`config.mk`:
```
export PLATFORM = sky130hd
export DESIGN_NAME = seqplu_sched_flat
export DESIGN_NICKNAME = d
export VERILOG_FILES = /design/src/rtl/seqplu_sched_if.sv /design/src/rtl/seqplu_sched.sv /design/src/flat_wrapper.sv
export SDC_FILE = /design/constraint.sdc
export NUM_CORES = 1
export LEC_CHECK = 0
export ABC_AREA = 1
export BUFFER_PORTS_ARGS = -buffer_cell sky130_fd_sc_hd__buf_2
export CORE_MARGIN = 1.5
export CORE_UTILIZATION = 44
export CTS_CLUSTER_SIZE = 8
export DETAILED_ROUTE_END_ITERATION = 8
export PLACE_DENSITY = 0.63
export SLEW_MARGIN = 10
export SYNTH_ARGS = -nofsm -noshare
export SYNTH_HDL_FRONTEND = slang
export SYNTH_SLANG_ARGS = --single-unit
export TNS_END_PERCENT = 20
```
`constraint.sdc`:
```
create_clock -name clk -period 1.8 [get_ports clk]
set_input_delay 0.36 -clock clk [delete_from_list [all_inputs] [get_ports clk]]
set_output_delay 0.36 -clock clk [all_outputs]
set_load 0.005 [all_outputs]
```
`src/rtl/seqplu_sched_if.sv`:
```
// Handshake and pulse bundle between burst-request control and the phase-pulse scheduler.
// The master side requests bursts; the slave side (the scheduler) returns the phase pulses and status.
interface seqplu_sched_if #(
   parameter int NPH = 4,
   parameter int WW  = 4,
   parameter int CW  = 8
);
   localparam int PW = (NPH > 1) ? $clog2(NPH) : 1;

   logic          start;
   logic          abort;
   logic [WW-1:0] width;
   logic [WW-1:0] gap;
   logic [CW-1:0] rounds;
   logic          dir;
   logic [NPH-1:0] q;
   logic [PW-1:0]  phase;
   logic           busy;
   logic           done;

   modport master (
      output start, abort, width, gap, rounds, dir,
      input  q, phase, busy, done
   );

   modport slave (
      input  start, abort, width, gap, rounds, dir,
      output q, phase, busy, done
   );
endinterface

```
`src/rtl/seqplu_sched.sv`:
```
// Programmable 4-phase sequential pulse scheduler: one-hot phase pulses with configurable
// width, inter-round gap, round count and direction under a start/abort handshake.
module seqplu_sched #(
   parameter int NPH = 4,
   parameter int WW  = 4,
   parameter int CW  = 8
) (
   input  logic clk,
   input  logic rst,
   seqplu_sched_if.slave bus
);
   localparam int PW = (NPH > 1) ? $clog2(NPH) : 1;

   localparam logic [1:0] ST_IDLE = 2'd0;
   localparam logic [1:0] ST_RUN  = 2'd1;
   localparam logic [1:0] ST_GAP  = 2'd2;
   localparam logic [1:0] ST_DONE = 2'd3;

   localparam logic [PW-1:0] PH_LAST = PW'(NPH - 1);

   logic [1:0]     state_r, state_s;
   logic [PW-1:0]  ph_r, ph_s;
   logic [WW-1:0]  wcnt_r, wcnt_s;
   logic [WW-1:0]  gcnt_r, gcnt_s;
   logic [CW-1:0]  rcnt_r, rcnt_s;
   logic [WW-1:0]  width_r, gap_r;
   logic [CW-1:0]  rounds_r;
   logic           dir_r;
   logic           load_s, abort_s;
   logic           phase_end_s, last_ph_s;
   logic [PW-1:0]  first_ph_s;
   logic [CW-1:0]  rnext_s;
   logic [NPH-1:0] q_r;
   logic [PW-1:0]  phase_r;
   logic           busy_r, done_r;

   function automatic logic [NPH-1:0] onehot(input logic [PW-1:0] idx);
      logic [NPH-1:0] v;
      v = '0;
      v[idx] = 1'b1;
      return v;
   endfunction

   // Next-state and counter logic of the scheduling core; outputs trail it by one register stage.
   always_comb begin
      state_s     = state_r;
      ph_s        = ph_r;
      wcnt_s      = wcnt_r;
      gcnt_s      = gcnt_r;
      rcnt_s      = rcnt_r;
      load_s      = 1'b0;
      abort_s     = 1'b0;
      rnext_s     = rcnt_r + CW'(1);
      phase_end_s = (wcnt_r == (width_r - WW'(1)));
      last_ph_s   = dir_r ? (ph_r == '0) : (ph_r == PH_LAST);
      first_ph_s  = dir_r ? PH_LAST : '0;
      case (state_r)
         ST_IDLE: begin
            if (bus.start && !bus.abort) begin
               state_s = ST_RUN;
               load_s  = 1'b1;
               ph_s    = bus.dir ? PH_LAST : '0;
               wcnt_s  = '0;
               gcnt_s  = '0;
               rcnt_s  = '0;
            end else begin
               state_s = ST_IDLE;
            end
         end
         ST_RUN: begin
            if (bus.abort) begin
               abort_s = 1'b1;
               state_s = ST_IDLE;
               ph_s    = '0;
               wcnt_s  = '0;
               gcnt_s  = '0;
               rcnt_s  = '0;
            end else if (!phase_end_s) begin
               wcnt_s = wcnt_r + WW'(1);
            end else begin
               wcnt_s = '0;
               if (!last_ph_s) begin
                  ph_s = dir_r ? (ph_r - PW'(1)) : (ph_r + PW'(1));
               end else begin
                  // End of round; a finite burst never gets a trailing gap
                  rcnt_s = rnext_s;
                  if ((rounds_r != {CW{1'b0}}) && (rnext_s == rounds_r)) begin
                     state_s = ST_DONE;
                  end else if (gap_r != {WW{1'b0}}) begin
                     state_s = ST_GAP;
                     gcnt_s  = '0;
                  end else begin
                     ph_s = first_ph_s;
                  end
               end
            end
         end
         ST_GAP: begin
            if (bus.abort) begin
               abort_s = 1'b1;
               state_s = ST_IDLE;
               ph_s    = '0;
               wcnt_s  = '0;
               gcnt_s  = '0;
               rcnt_s  = '0;
            end else if (gcnt_r == (gap_r - WW'(1))) begin
               state_s = ST_RUN;
               ph_s    = first_ph_s;
               gcnt_s  = '0;
            end else begin
               gcnt_s = gcnt_r + WW'(1);
            end
         end
         ST_DONE: begin
            state_s = ST_IDLE;
         end
         default: begin
            state_s = ST_IDLE;
         end
      endcase
   end

   // Core state, counters and configuration captured at the accepting edge.
   always_ff @(posedge clk or negedge rst) begin
      if (!rst) begin
         state_r  <= ST_IDLE;
         ph_r     <= '0;
         wcnt_r   <= '0;
         gcnt_r   <= '0;
         rcnt_r   <= '0;
         width_r  <= WW'(1);
         gap_r    <= '0;
         rounds_r <= '0;
         dir_r    <= 1'b0;
      end else begin
         state_r <= state_s;
         ph_r    <= ph_s;
         wcnt_r  <= wcnt_s;
         gcnt_r  <= gcnt_s;
         rcnt_r  <= rcnt_s;
         if (load_s) begin
            width_r  <= (bus.width == {WW{1'b0}}) ? WW'(1) : bus.width;
            gap_r    <= bus.gap;
            rounds_r <= bus.rounds;
            dir_r    <= bus.dir;
         end
      end
   end

   // Registered outputs; abort clears them on the same edge the core leaves RUN/GAP.
   always_ff @(posedge clk or negedge rst) begin
      if (!rst) begin
         q_r     <= '0;
         phase_r <= '0;
         busy_r  <= 1'b0;
         done_r  <= 1'b0;
      end else if (abort_s) begin
         q_r     <= '0;
         phase_r <= '0;
         busy_r  <= 1'b0;
         done_r  <= 1'b0;
      end else begin
         q_r     <= (state_r == ST_RUN) ? onehot(ph_r) : '0;
         phase_r <= (state_r == ST_RUN) ? ph_r : '0;
         busy_r  <= (state_r == ST_RUN) || (state_r == ST_GAP);
         done_r  <= (state_r == ST_DONE);
      end
   end

   assign bus.q     = q_r;
   assign bus.phase = phase_r;
   assign bus.busy  = busy_r;
   assign bus.done  = done_r;
endmodule

```
`src/flat_wrapper.sv`:
```
// flat-port wrapper written by rule: the top's interface ports become plain ports
module seqplu_sched_flat 
#(
   parameter int NPH = 4,
   parameter int WW  = 4,
   parameter int CW  = 8
)
  (clk, rst, bus_start, bus_abort, bus_width, bus_gap, bus_rounds, bus_dir, bus_q, bus_phase, bus_busy, bus_done);
  seqplu_sched_if #(.NPH(NPH), .WW(WW), .CW(CW)) bus_i ();
  input  logic clk;
  input  logic rst;
  input wire logic [$bits(bus_i.start)-1:0] bus_start;
  input wire logic [$bits(bus_i.abort)-1:0] bus_abort;
  input wire logic [$bits(bus_i.width)-1:0] bus_width;
  input wire logic [$bits(bus_i.gap)-1:0] bus_gap;
  input wire logic [$bits(bus_i.rounds)-1:0] bus_rounds;
  input wire logic [$bits(bus_i.dir)-1:0] bus_dir;
  output wire logic [$bits(bus_i.q)-1:0] bus_q;
  output wire logic [$bits(bus_i.phase)-1:0] bus_phase;
  output wire logic [$bits(bus_i.busy)-1:0] bus_busy;
  output wire logic [$bits(bus_i.done)-1:0] bus_done;
  assign bus_i.start = bus_start;
  assign bus_i.abort = bus_abort;
  assign bus_i.width = bus_width;
  assign bus_i.gap = bus_gap;
  assign bus_i.rounds = bus_rounds;
  assign bus_i.dir = bus_dir;
  assign bus_q = bus_i.q;
  assign bus_phase = bus_i.phase;
  assign bus_busy = bus_i.busy;
  assign bus_done = bus_i.done;
  seqplu_sched #(.NPH(NPH), .WW(WW), .CW(CW)) u_core (.clk(clk), .rst(rst), .bus(bus_i));
endmodule
```
==> results of run 1 <==
## metal layers
| layer | part of all wire, % | vias up | GRT usage, % |
|---|---|---|---|
| met5 | 0 | - | 0 |
| li1 | - | 1163 | - |
| met2 | 46 | 26 | 29.4 |
| met4 | 1.5 | 0 | 7.07 |
| met1 | 50 | 1033 | 25.9 |
| met3 | 2.3 | 7 | 3.41 |
## cells in the final DEF (no fill, tap or decap), types with 2 or more instances in the layout
| master | netlist | final |
|---|---|---|
| nor3_1 | 5 | 5 |
| inv_1 | 43 | 40 |
| nor2_2 | 4 | 6 |
| buf_2 | 1 | 28 |
| nand2_1 | 72 | 71 |
| nand2_2 | 8 | 8 |
| xnor2_1 | 7 | 7 |
| xor2_1 | 11 | 11 |
| nor4_1 | 3 | 3 |
| nor2_4 | 2 | 3 |
| mux2_2 | 2 | 2 |
| nor3_4 | 0 | 2 |
| inv_2 | 2 | 6 |
| ha_4 | 0 | 2 |
| nand3_1 | 22 | 22 |
| ha_1 | 11 | 9 |
| clkbuf_8 | 0 | 5 |
| buf_4 | 2 | 17 |
| nand2_4 | 1 | 2 |
| dfrtp_1 | 44 | 44 |
| nor2_1 | 33 | 30 |
| buf_12 | 0 | 2 |
| o21ai_0 | 16 | 13 |
| nand4_1 | 6 | 6 |
| o22ai_1 | 2 | 2 |
| a21oi_1 | 15 | 15 |
| o21ai_1 | 6 | 9 |
| nand3_2 | 2 | 2 |
## stage by stage
step / setup slack [ns] / util (%)
floorplan: -0.0541 / -
global placement: -0.102 / 51.8
detailed placement: -0.157 / 51.8
CTS: -0.0887 / 54.2
global route: -0.205 / 54.3
finish: -0.0883 / 54.3
## report_power, final
part / internal, uW / total, uW / switching, uW
Sequential: 1320 / 1570 / 256
Combinational: 942 / 2100 / 1160
Clock: 417 / 777 / 360
## repair_timing
action	4_1_cts	5_1_grt
gates resized for setup	6	4
buffers inserted	1	0
setup endpoints to repair	16	18
cloned	0	0
hold buffers	0	0
pin swaps	7	2
## synth_stat cells, types with 3 or more instances
cell type	number
nand2_1	72
dfrtp_1	44
inv_1	43
nor2_1	33
nand3_1	22
o21ai_0	16
a21oi_1	15
ha_1	11
xor2_1	11
nand2_2	8
xnor2_1	7
nand4_1	6
o21ai_1	6
nor3_1	5
nor2_2	4
clkbuf_1	3
nor3_2	3
nor4_1	3
## cell type report
type,count,area [um2],share of cell area (%)
tap,75,93.8,2.95
clock buffer,6,72.6,2.28
sequential,45,1130,35.5
multi-input combinational,237,1370,43.0
inverter,46,173,5.43
timing repair buffer,47,308,9.68
clock inverter,2,38.8,1.22
## registers in the layout, summed over array words and instances (netlist names)
signal and cells:
u_core.width_r 4, u_core.dir_r 1, u_core.gap_r 4, u_core.bus.phase 2, u_core.bus.q 4, u_core.state_r 2, u_core.ph_r 2, u_core.bus.busy 1
u_core.rounds_r 8, u_core.rcnt_r 8, u_core.gcnt_r 4, u_core.wcnt_r 4, u_core.bus.done 1
## worst max-delay path, cell delays in order, from the launching register on
cell and delay [ns]:
dfstp_2 0.54, inv_2 0.05, ha_4 0.25, xor2_1 0.13, o21ai_1 0.08, nor2_1 0.09
nand2_1 0.07, nand2_2 0.11, nand2_4 0.09, nor3_4 0.15, nand2_4 0.10, nand2_1 0.07
o21ai_1 0.06
## kinds of logic after synthesis
group,Yosys count
fa+ha+maj,11
xor+xnor,18
simple gates,165
buf+inv,53
flops,45
mux,2
compound gates,41
## path summary, 6_finish.rpt
| check | startpoint | endpoint | cells after the start |
|---|---|---|---|
| hold reg to reg | u_core.width_r[3]$_DFFE_PN0P_ | u_core.width_r[3]$_DFFE_PN0P_ | 2 |
| hold / removal | rst | u_core.wcnt_r[3]$_DFFE_PN0P_ | 1 |
| min in group clk | bus_gap[3] | u_core.gap_r[3]$_DFFE_PN0P_ | 2 |
| max in group asynchronous | rst | u_core.width_r[0]$_DFFE_PN1P_ | 2 |
| setup / recovery | u_core.width_r[0]$_DFFE_PN1P_ | u_core.gcnt_r[0]$_DFFE_PN0P_ | 12 |
| setup reg to reg | u_core.width_r[0]$_DFFE_PN1P_ | u_core.gcnt_r[0]$_DFFE_PN0P_ | 12 |
==> qor.yml, run 1 <==
outcome:
  status: "complete, but fails checks"
  violations: "negative setup slack"
clock_tree:
  cts_buffers: 5
  insertion_delay_ns: 0.30
  cts.clk_slew.worst_paths_ns: 0.09
  clkSinkCount: 45
  clock_path_buffers: 2
  h-tree-depth: 2
  cts_tree: "yes"
  cts_root_buf: "clkbuf_8"
setup_path:
  arrival_ns: 2.08
  cp-end-kind: "flip-flop"
  critPathLaunchType: "flip-flop"
  worstSetupPathType: "flip-flop to flip-flop"
  worstPathRequired_ns: 1.99
  r2r_setup_slack_ns: -0.09
  cp_max_fo: 8
die:
  die_area_um2: 6490
  initial_core_util_pct: 45.2
  fp.coreArea_um2: 5850
  die-width_um: 80.5
  fp.dieH_um: 80.5
  rows: 28
  ios: 29
synthesis:
  netlist_instances: 335
  synth_fa_ha_area_share_pct: 5.20
  syn_nets: 367
  synthesis.area_um2: 2650
  synth.largest_area_cell: "dfrtp_1"
  synth_top_area_share_pct: 41.6
  ys_warn_count: 0
  synth_flop_cell: "dfrtp_1"
  synth_compound_area_share_pct: 8.04
  synth_top_family_by_area: "simple AND/OR/NAND/NOR gates"
  ys_ff_latch: 45
  synth-simple-area-share_pct: 29.4
  muxShareOfSynthArea_pct: 0.851
  async_flop_share_pct: 100
  synth_area_leaders: "dfrtp_1 (42%), nand2_1 (10%), inv_1 (6.1%)"
  synth-edff-count: 0
  synthXorXnorAreaFrac_pct: 5.96
  yosysSeqAreaShare_pct: 42.6
  synth_cell_types: 35
  syn_avg_cell_area_um2: 7.90
detailed_routing:
  drt_pass1_iterations: 4
  drc: 0
  wirelength_um: 5510
  drtAntennaViolNets: 0
  via_per_inst: 4.87
  num_vias: 2229
  wl_per_cell_um: 12.0
  drt_iter0_drc: 89
global_route:
  antenna_found_initial: 0
  grt_use_total_pct: 18.8
  overflow: 0
  grt_max_degree: 27
  grt_pass1_wl_um: 9360
  grt_pass1_vias: 2095
timing:
  layout_setup_ws_ns: -0.0883
  timing.final.crit_share_pct: 105
  setup-violations-final: 15
  hold_slack_ns: 0.00716
  maxSlewHeadroom_pct: 67.6
  skew_ns: 0.0104
  worstMarginPinSlew_ns: 0.486
  rsz0062_at_grt: "true"
  hold_viol: 0
  final.min_clock_period_ns: 1.89
  max_freq_mhz: 530
  tns_ns: -0.904
  slew_viol_final: 0
placement:
  place.gp.congestion: 0.836
  dpl_cell_area_um2: 3030
  dp.cells: 449
  detailed_place_hpwl_um: 4120
  port_buffers: 28
layout:
  layout-drive-gt1-share_pct: 24.0
  final_nets: 414
  nFillCells: 558
  fin_cells: 458
  areaGrowthSynthToFinish_pct: 20.2
  diodes: 0
  final_area_um2: 3180
pwr:
  peakVddDrop_mv: 0.644
  power.density_nw_per_um2: 1400
  leakagePower_uw: 0.00160
  power_uw: 4450
hold_path:
  min_path_type: "input pin to async pin"
run:
  cap_violations: 0
Note: power is estimated with default switching activity, not from simulation.
==> inputs of run 2 (changes only) <==
--- a/config.mk
+++ b/config.mk
@@ -11,6 +11,7 @@
 export CORE_UTILIZATION = 44
 export CTS_CLUSTER_SIZE = 8
 export DETAILED_ROUTE_END_ITERATION = 8
+export GPL_TIMING_DRIVEN = 0
 export PLACE_DENSITY = 0.63
 export SLEW_MARGIN = 10
 export SYNTH_ARGS = -nofsm -noshare
==> qor.yml, run 2 (synthesis gave the netlist of run 1 again) <==
outcome:
  status: "complete, but fails checks"
  violations: "negative setup slack"
layout:
  final_cell_mix: "nand2_1 (70), dfrtp_1 (42), inv_1 (40)"
  diodes: 0
  final_common_cell: "nand2_1"
  final_nets: 406
  biggestRegsByFlops: "u_core.rcnt_r x8, u_core.rounds_r x8"
  final_area_um2: 3130
  areaGrowthSynthToFinish_pct: 18.3
  final_util_pct: 53.5
  layout-drive-gt1-share_pct: 23.2
placement:
  port_buffers: 28
  place.gp.congestion: 0.797
  detailed_place_hpwl_um: 3960
  dpl_cell_area_um2: 2910
timing:
  rsz0062_at_grt: "true"
  slew_viol_final: 0
  max_freq_mhz: 513
  layout_setup_ws_ns: -0.148
  worstMarginPinSlew_ns: 1.02
  setup-violations-final: 15
  hold_viol: 0
  timing.final.crit_share_pct: 108
  skew_ns: 0.00384
  final.min_clock_period_ns: 1.95
  maxSlewHeadroom_pct: 31.9
die:
  ios: 29
  die-width_um: 80.5
  initial_core_util_pct: 45.2
  rows: 28
  die_area_um2: 6490
  fp.coreArea_um2: 5850
  fp.dieH_um: 80.5
clock_tree:
  h-tree-depth: 2
  cts_buffers: 5
  clkSinkCount: 45
  insertion_delay_ns: 0.30
  cts_root_buf: "clkbuf_8"
  cts_tree: "yes"
  clock_path_buffers: 2
  cts.clk_slew.worst_paths_ns: 0.09
global_route:
  overflow: 0
  antenna_found_initial: 0
  grt_max_degree: 46
  grt_pass1_wl_um: 9230
  grt_pass1_vias: 2094
  grt_use_total_pct: 18.6
pwr:
  p_seq_share_pct: 34.7
  switching_share_pct: 40.3
  power.density_nw_per_um2: 1420
  leakagePower_uw: 0.00155
  power.share.clock_pct: 18.4
  p_int_uw: 2650
  p_comb_share_pct: 47.0
  peakVddDrop_mv: 0.608
  power_uw: 4430
  p_sw_uw: 1790
hold_path:
  min_path_type: "input pin to async pin"
setup_path:
  critPathLaunch: "u_core.width_r[0]$_DFFE_PN1P_"
  critPathLaunchType: "flip-flop"
  r2r_cells: 11
  cp_max_fo: 5
  r2r_setup_slack_ns: -0.15
  worstSetupPathType: "flip-flop to flip-flop"
  reg2reg_to: "u_core.rcnt_r[3]$_DFFE_PN0P_"
  arrival_ns: 2.14
  r2r-start: "u_core.width_r[0]$_DFFE_PN1P_"
  cp-end-kind: "flip-flop"
  cp-endpoint: "u_core.rcnt_r[3]$_DFFE_PN0P_"
  worstPathRequired_ns: 1.99
detailed_routing:
  wl_per_cell_um: 12.0
  drc: 0
  drtAntennaViolNets: 0
  drt_iter0_drc: 74
  drt_pass1_iterations: 4
  num_vias: 2199
  via_per_inst: 4.89
  wirelength_um: 5390
run:
  cap_violations: 0
## run 2: changes by cell type in the layout (fill, tap and decap cells not counted), sizes merged
cell,previous run,this run
buf,47,35
clkbuf,6,10
clkinvlp,0,1
inv,46,45
## run 2: how the worst min path moves through the flow
stage,startpoint,end,slack [ns]
final,rst,u_core.rcnt_r[3]$_DFFE_PN0P_,0.22
after global routing,bus_gap[3],u_core.gap_r[3]$_DFFE_PN0P_,0.29
after CTS,rst,u_core.rcnt_r[3]$_DFFE_PN0P_,0.26
after detailed placement,u_core.width_r[0]$_DFFE_PN1P_,u_core.width_r[0]$_DFFE_PN1P_,0.51
after global placement,u_core.width_r[3]$_DFFE_PN0P_,u_core.width_r[3]$_DFFE_PN0P_,0.50
after floorplan,rst,u_core.bus.busy$_DFF_PN0_,0.06
## run 2: critical path, cell delays in order, from the launching register on
cell and delay [ns]:
dfstp_2 0.55, inv_2 0.05, ha_4 0.25, xor2_1 0.14, o21ai_1 0.08, nor2_1 0.08, nand2_1 0.08, nand2_2 0.11
nand2_4 0.08, nor2_4 0.17, buf_2 0.18, o21ai_0 0.08
## run 2: per-stage QoR
| stage | worst slack [ns] | setup TNS, ns | hold slack [ns] | cells |
|---|---|---|---|---|
| 2_1_floorplan | -0.0541 | -0.244 | 0.0644 | 335 |
| 3_3_place_gp | -0.186 | -2.48 | 0.500 | 438 |
| 3_5_place_dp | -0.207 | -2.85 | 0.513 | 438 |
| 4_1_cts | -0.153 | -1.83 | 0.260 | 449 |
| 5_1_grt | -0.289 | -4.20 | 0.294 | 450 |
| 6_report | -0.148 | -1.74 | 0.224 | 450 |
## run 2: cell type report
| type | instances | area [um2] |
|---|---|---|
| Fill cell | 560 | 2720 |
| Inverter | 46 | 173 |
| Timing Repair Buffer | 32 | 180 |
| Tap cell | 75 | 93.8 |
| Multi-Input combinational cell | 237 | 1390 |
| Sequential cell | 45 | 1130 |
| Clock inverter | 2 | 37.5 |
| Buffer | 7 | 45.0 |
| Clock buffer | 6 | 82.6 |
## run 2: layer usage
metal / up-vias / global-route usage (%) / wire, um
met3: 6 / 4.09 / 155
met2: 21 / 31.5 / 2570
met4: 0 / 6.21 / 71
met1: 1024 / 23.4 / 2600
li1: 1148 / - / -
met5: - / 0 / 0
## run 2: power by group through the flow
stage,combinational (uW),sequential [uW],clock [uW]
detailed placement,1890,1560,0
global placement,1850,1550,0
floorplan,1500,1510,0
global route,2380,1580,880
finish,2080,1540,814
CTS,2040,1540,837
## run 2: repair_timing
| action | CTS | global route |
|---|---|---|
| gates resized for setup | 7 | 13 |
| cloned | 0 | 1 |
| hold buffers | 0 | 0 |
| setup endpoints to repair | 18 | 25 |
| pin swaps | 4 | 3 |
| buffers inserted | 3 | 0 |
==> inputs of run 3 (changes only) <==
--- a/config.mk
+++ b/config.mk
@@ -5,7 +5,7 @@
 export SDC_FILE = /design/constraint.sdc
 export NUM_CORES = 1
 export LEC_CHECK = 0
-export ABC_AREA = 1
+export ABC_AREA = 0
 export BUFFER_PORTS_ARGS = -buffer_cell sky130_fd_sc_hd__buf_2
 export CORE_MARGIN = 1.5
 export CORE_UTILIZATION = 44
==> qor.yml, run 3 <==
outcome:
  status: "complete, but fails checks"
  violations: "negative setup slack"
setup_path:
  r2r-start: "u_core.rcnt_r[2]$_DFFE_PN0P_"
  cp_num_cells: 7
  crit_family: "compound AO/OA/AOI/OAI gates"
  slowest_stage: "dfrtp_1"
  critPathBufInv: 1
  worstSetupPathType: "flip-flop to flip-flop"
  worstPathRequired_ns: 1.98
  cp_max_fo: 6
  r2r_cells: 7
  arrival_ns: 2.58
  r2r_setup_slack_ns: -0.60
  critPathLaunchType: "flip-flop"
  critPathLaunch: "u_core.rcnt_r[2]$_DFFE_PN0P_"
  reg2reg_to: "u_core.ph_r[1]$_DFFE_PN0P_"
  crit_chain: "nand3_4 > buf_4 > nor3_1 > a32o_1 > o211ai_4 > o211a_1 > mux2_4"
  worst_path_largest_cell_delay_ns: 0.51
  cp-endpoint: "u_core.ph_r[1]$_DFFE_PN0P_"
  cp-end-kind: "flip-flop"
timing:
  hold_slack_ns: 0.229
  layout_setup_ws_ns: -0.600
  setup-violations-final: 21
  max_freq_mhz: 417
  final.min_clock_period_ns: 2.40
  maxSlewHeadroom_pct: 32.2
  skew_ns: 0.00875
  worstMarginPinSlew_ns: 1.02
  hold_viol: 0
  timing.final.crit_share_pct: 133
  slew_viol_final: 0
  rsz0062_at_grt: "true"
synthesis:
  synth_most_common_cell: "dfrtp_1"
  synth_cell_types: 45
  async_flop_share_pct: 100
  synth_compound_area_share_pct: 13.9
  synth_flop_cell: "dfrtp_1"
  synth_top_area_share_pct: 43.9
  ys_ff_latch: 45
  syn_avg_cell_area_um2: 10.7
  synth.largest_area_cell: "dfrtp_1"
  synth_top_family_by_area: "simple AND/OR/NAND/NOR gates"
  ys_warn_count: 0
  synth-edff-count: 0
  synthXorXnorAreaFrac_pct: 7.98
  syn_nets: 267
  synth_area_leaders: "dfrtp_1 (44%), mux2_2 (8.1%), ha_1 (5.5%)"
  muxShareOfSynthArea_pct: 10.2
  synthesis.area_um2: 2510
  netlist_instances: 235
  synth_fa_ha_area_share_pct: 5.49
  synth_common_cells: "dfrtp_1 (44), mux2_2 (18), nand2_1 (16), nor2_1 (16), o21ai_0 (16)"
  synth-simple-area-share_pct: 15.7
  yosysSeqAreaShare_pct: 44.9
global_route:
  antenna_found_initial: 0
  grt_pass1_vias: 1982
  overflow: 0
  grt_use_total_pct: 19.2
  grt_max_degree: 46
  grt_pass1_wl_um: 9200
pwr:
  leakagePower_uw: 0.00139
  power.density_nw_per_um2: 846
  p_comb_share_pct: 30.1
  switching_share_pct: 32.3
  p_int_uw: 1830
  power.share.clock_pct: 22.3
  power_uw: 2700
  p_seq_share_pct: 47.6
  p_sw_uw: 872
  peakVddDrop_mv: 0.448
die:
  die_area_um2: 6160
  rows: 27
  fp.coreArea_um2: 5510
  fp.dieH_um: 78.5
  die-width_um: 78.5
  ios: 29
  initial_core_util_pct: 45.6
detailed_routing:
  drt_iter0_drc: 63
  num_vias: 1951
  drc: 0
  wl_per_cell_um: 14.7
  via_per_inst: 5.42
  wirelength_um: 5310
  drtAntennaViolNets: 0
  drt_pass1_iterations: 4
layout:
  final_nets: 319
  biggestRegsByFlops: "u_core.rcnt_r x8, u_core.rounds_r x8"
  nFillCells: 460
  final_common_cell: "dfrtp_1"
  final_cell_mix: "dfrtp_1 (43), buf_2 (28), mux2_2 (18)"
  final_area_um2: 3190
  areaGrowthSynthToFinish_pct: 27.1
  layout-drive-gt1-share_pct: 37.5
  final_util_pct: 57.9
  diodes: 0
clock_tree:
  insertion_delay_ns: 0.30
  cts.clk_slew.worst_paths_ns: 0.08
  h-tree-depth: 2
  clkSinkCount: 45
  clock_path_buffers: 2
  cts_buffers: 5
  postCtsHoldBufs: 0
  cts_root_buf: "clkbuf_8"
  cts_tree: "yes"
placement:
  post-place-ws_ns: -0.986
  dpl_cell_area_um2: 2770
  place.gp.congestion: 0.768
  port_buffers: 28
  detailed_place_hpwl_um: 3600
run:
  cap_violations: 0
hold_path:
  min_path_type: "input pin to async pin"
[run 3: worst min-delay path by stage]
stage,to,depth (start not counted),startpoint,slack [ns]
detailed placement,u_core.rcnt_r[7]$_DFFE_PN0P_,1,u_core.rcnt_r[7]$_DFFE_PN0P_,0.53
global route,u_core.rounds_r[1]$_DFFE_PN0P_,2,bus_rounds[1],0.28
CTS,u_core.rcnt_r[2]$_DFFE_PN0P_,1,rst,0.27
finish,u_core.bus.q[2]$_DFF_PN0_,1,rst,0.23
floorplan,u_core.bus.busy$_DFF_PN0_,0,rst,0.06
global placement,u_core.rcnt_r[7]$_DFFE_PN0P_,1,u_core.rcnt_r[7]$_DFFE_PN0P_,0.50
[run 3: cell families (layout without fill, tap and decap cells)]
family,count (synthesis),in the layout
AND/OR/NAND/NOR,74,74
AO/OA/AOI/OAI,48,48
flip-flops,45,45
multiplexers,23,23
XOR/XNOR,22,22
buffers and inverters,12,65
adder cells (fa/ha/maj),11,11
[run 3: cell type report]
cell class	count	area, um2	share of cell area [%]
multi-input combinational	178	1550	48.7
buffer	2	18.8	0.588
clock inverter	1	5.00	0.157
sequential	45	1130	35.4
timing repair buffer	45	279	8.75
inverter	10	37.5	1.18
tap	72	90.1	2.82
clock buffer	7	76.3	2.39
[run 3: layer usage]
layer,share of wire [%],GRT usage [%]
met2,51,32.9
met3,2.8,3.95
met1,43,23.0
met5,0,0
met4,2.5,8.75
[run 3: worst reg2reg max path, delay by kind of cell, from the launching register on]
family,cells,cell delay (ns)
flops,1,0.51
buf+inv,1,0.16
simple gates,2,0.59
mux,1,0.31
compound gates,3,0.70
[run 3: per-stage QoR]
stage | setup TNS, ns | instances
5_1_grt | -10.16 | 360
6_report | -7.24 | 360
3_3_place_gp | -15.29 | 335
4_1_cts | -7.08 | 358
3_5_place_dp | -16.70 | 335
2_1_floorplan | -7.41 | 235
[run 3: timing repair]
item	in CTS	in global routing
setup endpoints to repair	29	29
gates cloned	0	0
pin swaps	16	3
setup buffers	15	2
resized for setup	45	7
[run 3: power by group through the flow]
stage / Combinational (uW) / Clock, uW / Sequential (uW)
2_1_floorplan: 489 / 0 / 1270
3_3_place_gp: 618 / 0 / 1300
3_5_place_dp: 638 / 0 / 1310
4_1_cts: 800 / 622 / 1290
5_1_grt: 894 / 673 / 1310
6_report: 811 / 601 / 1290
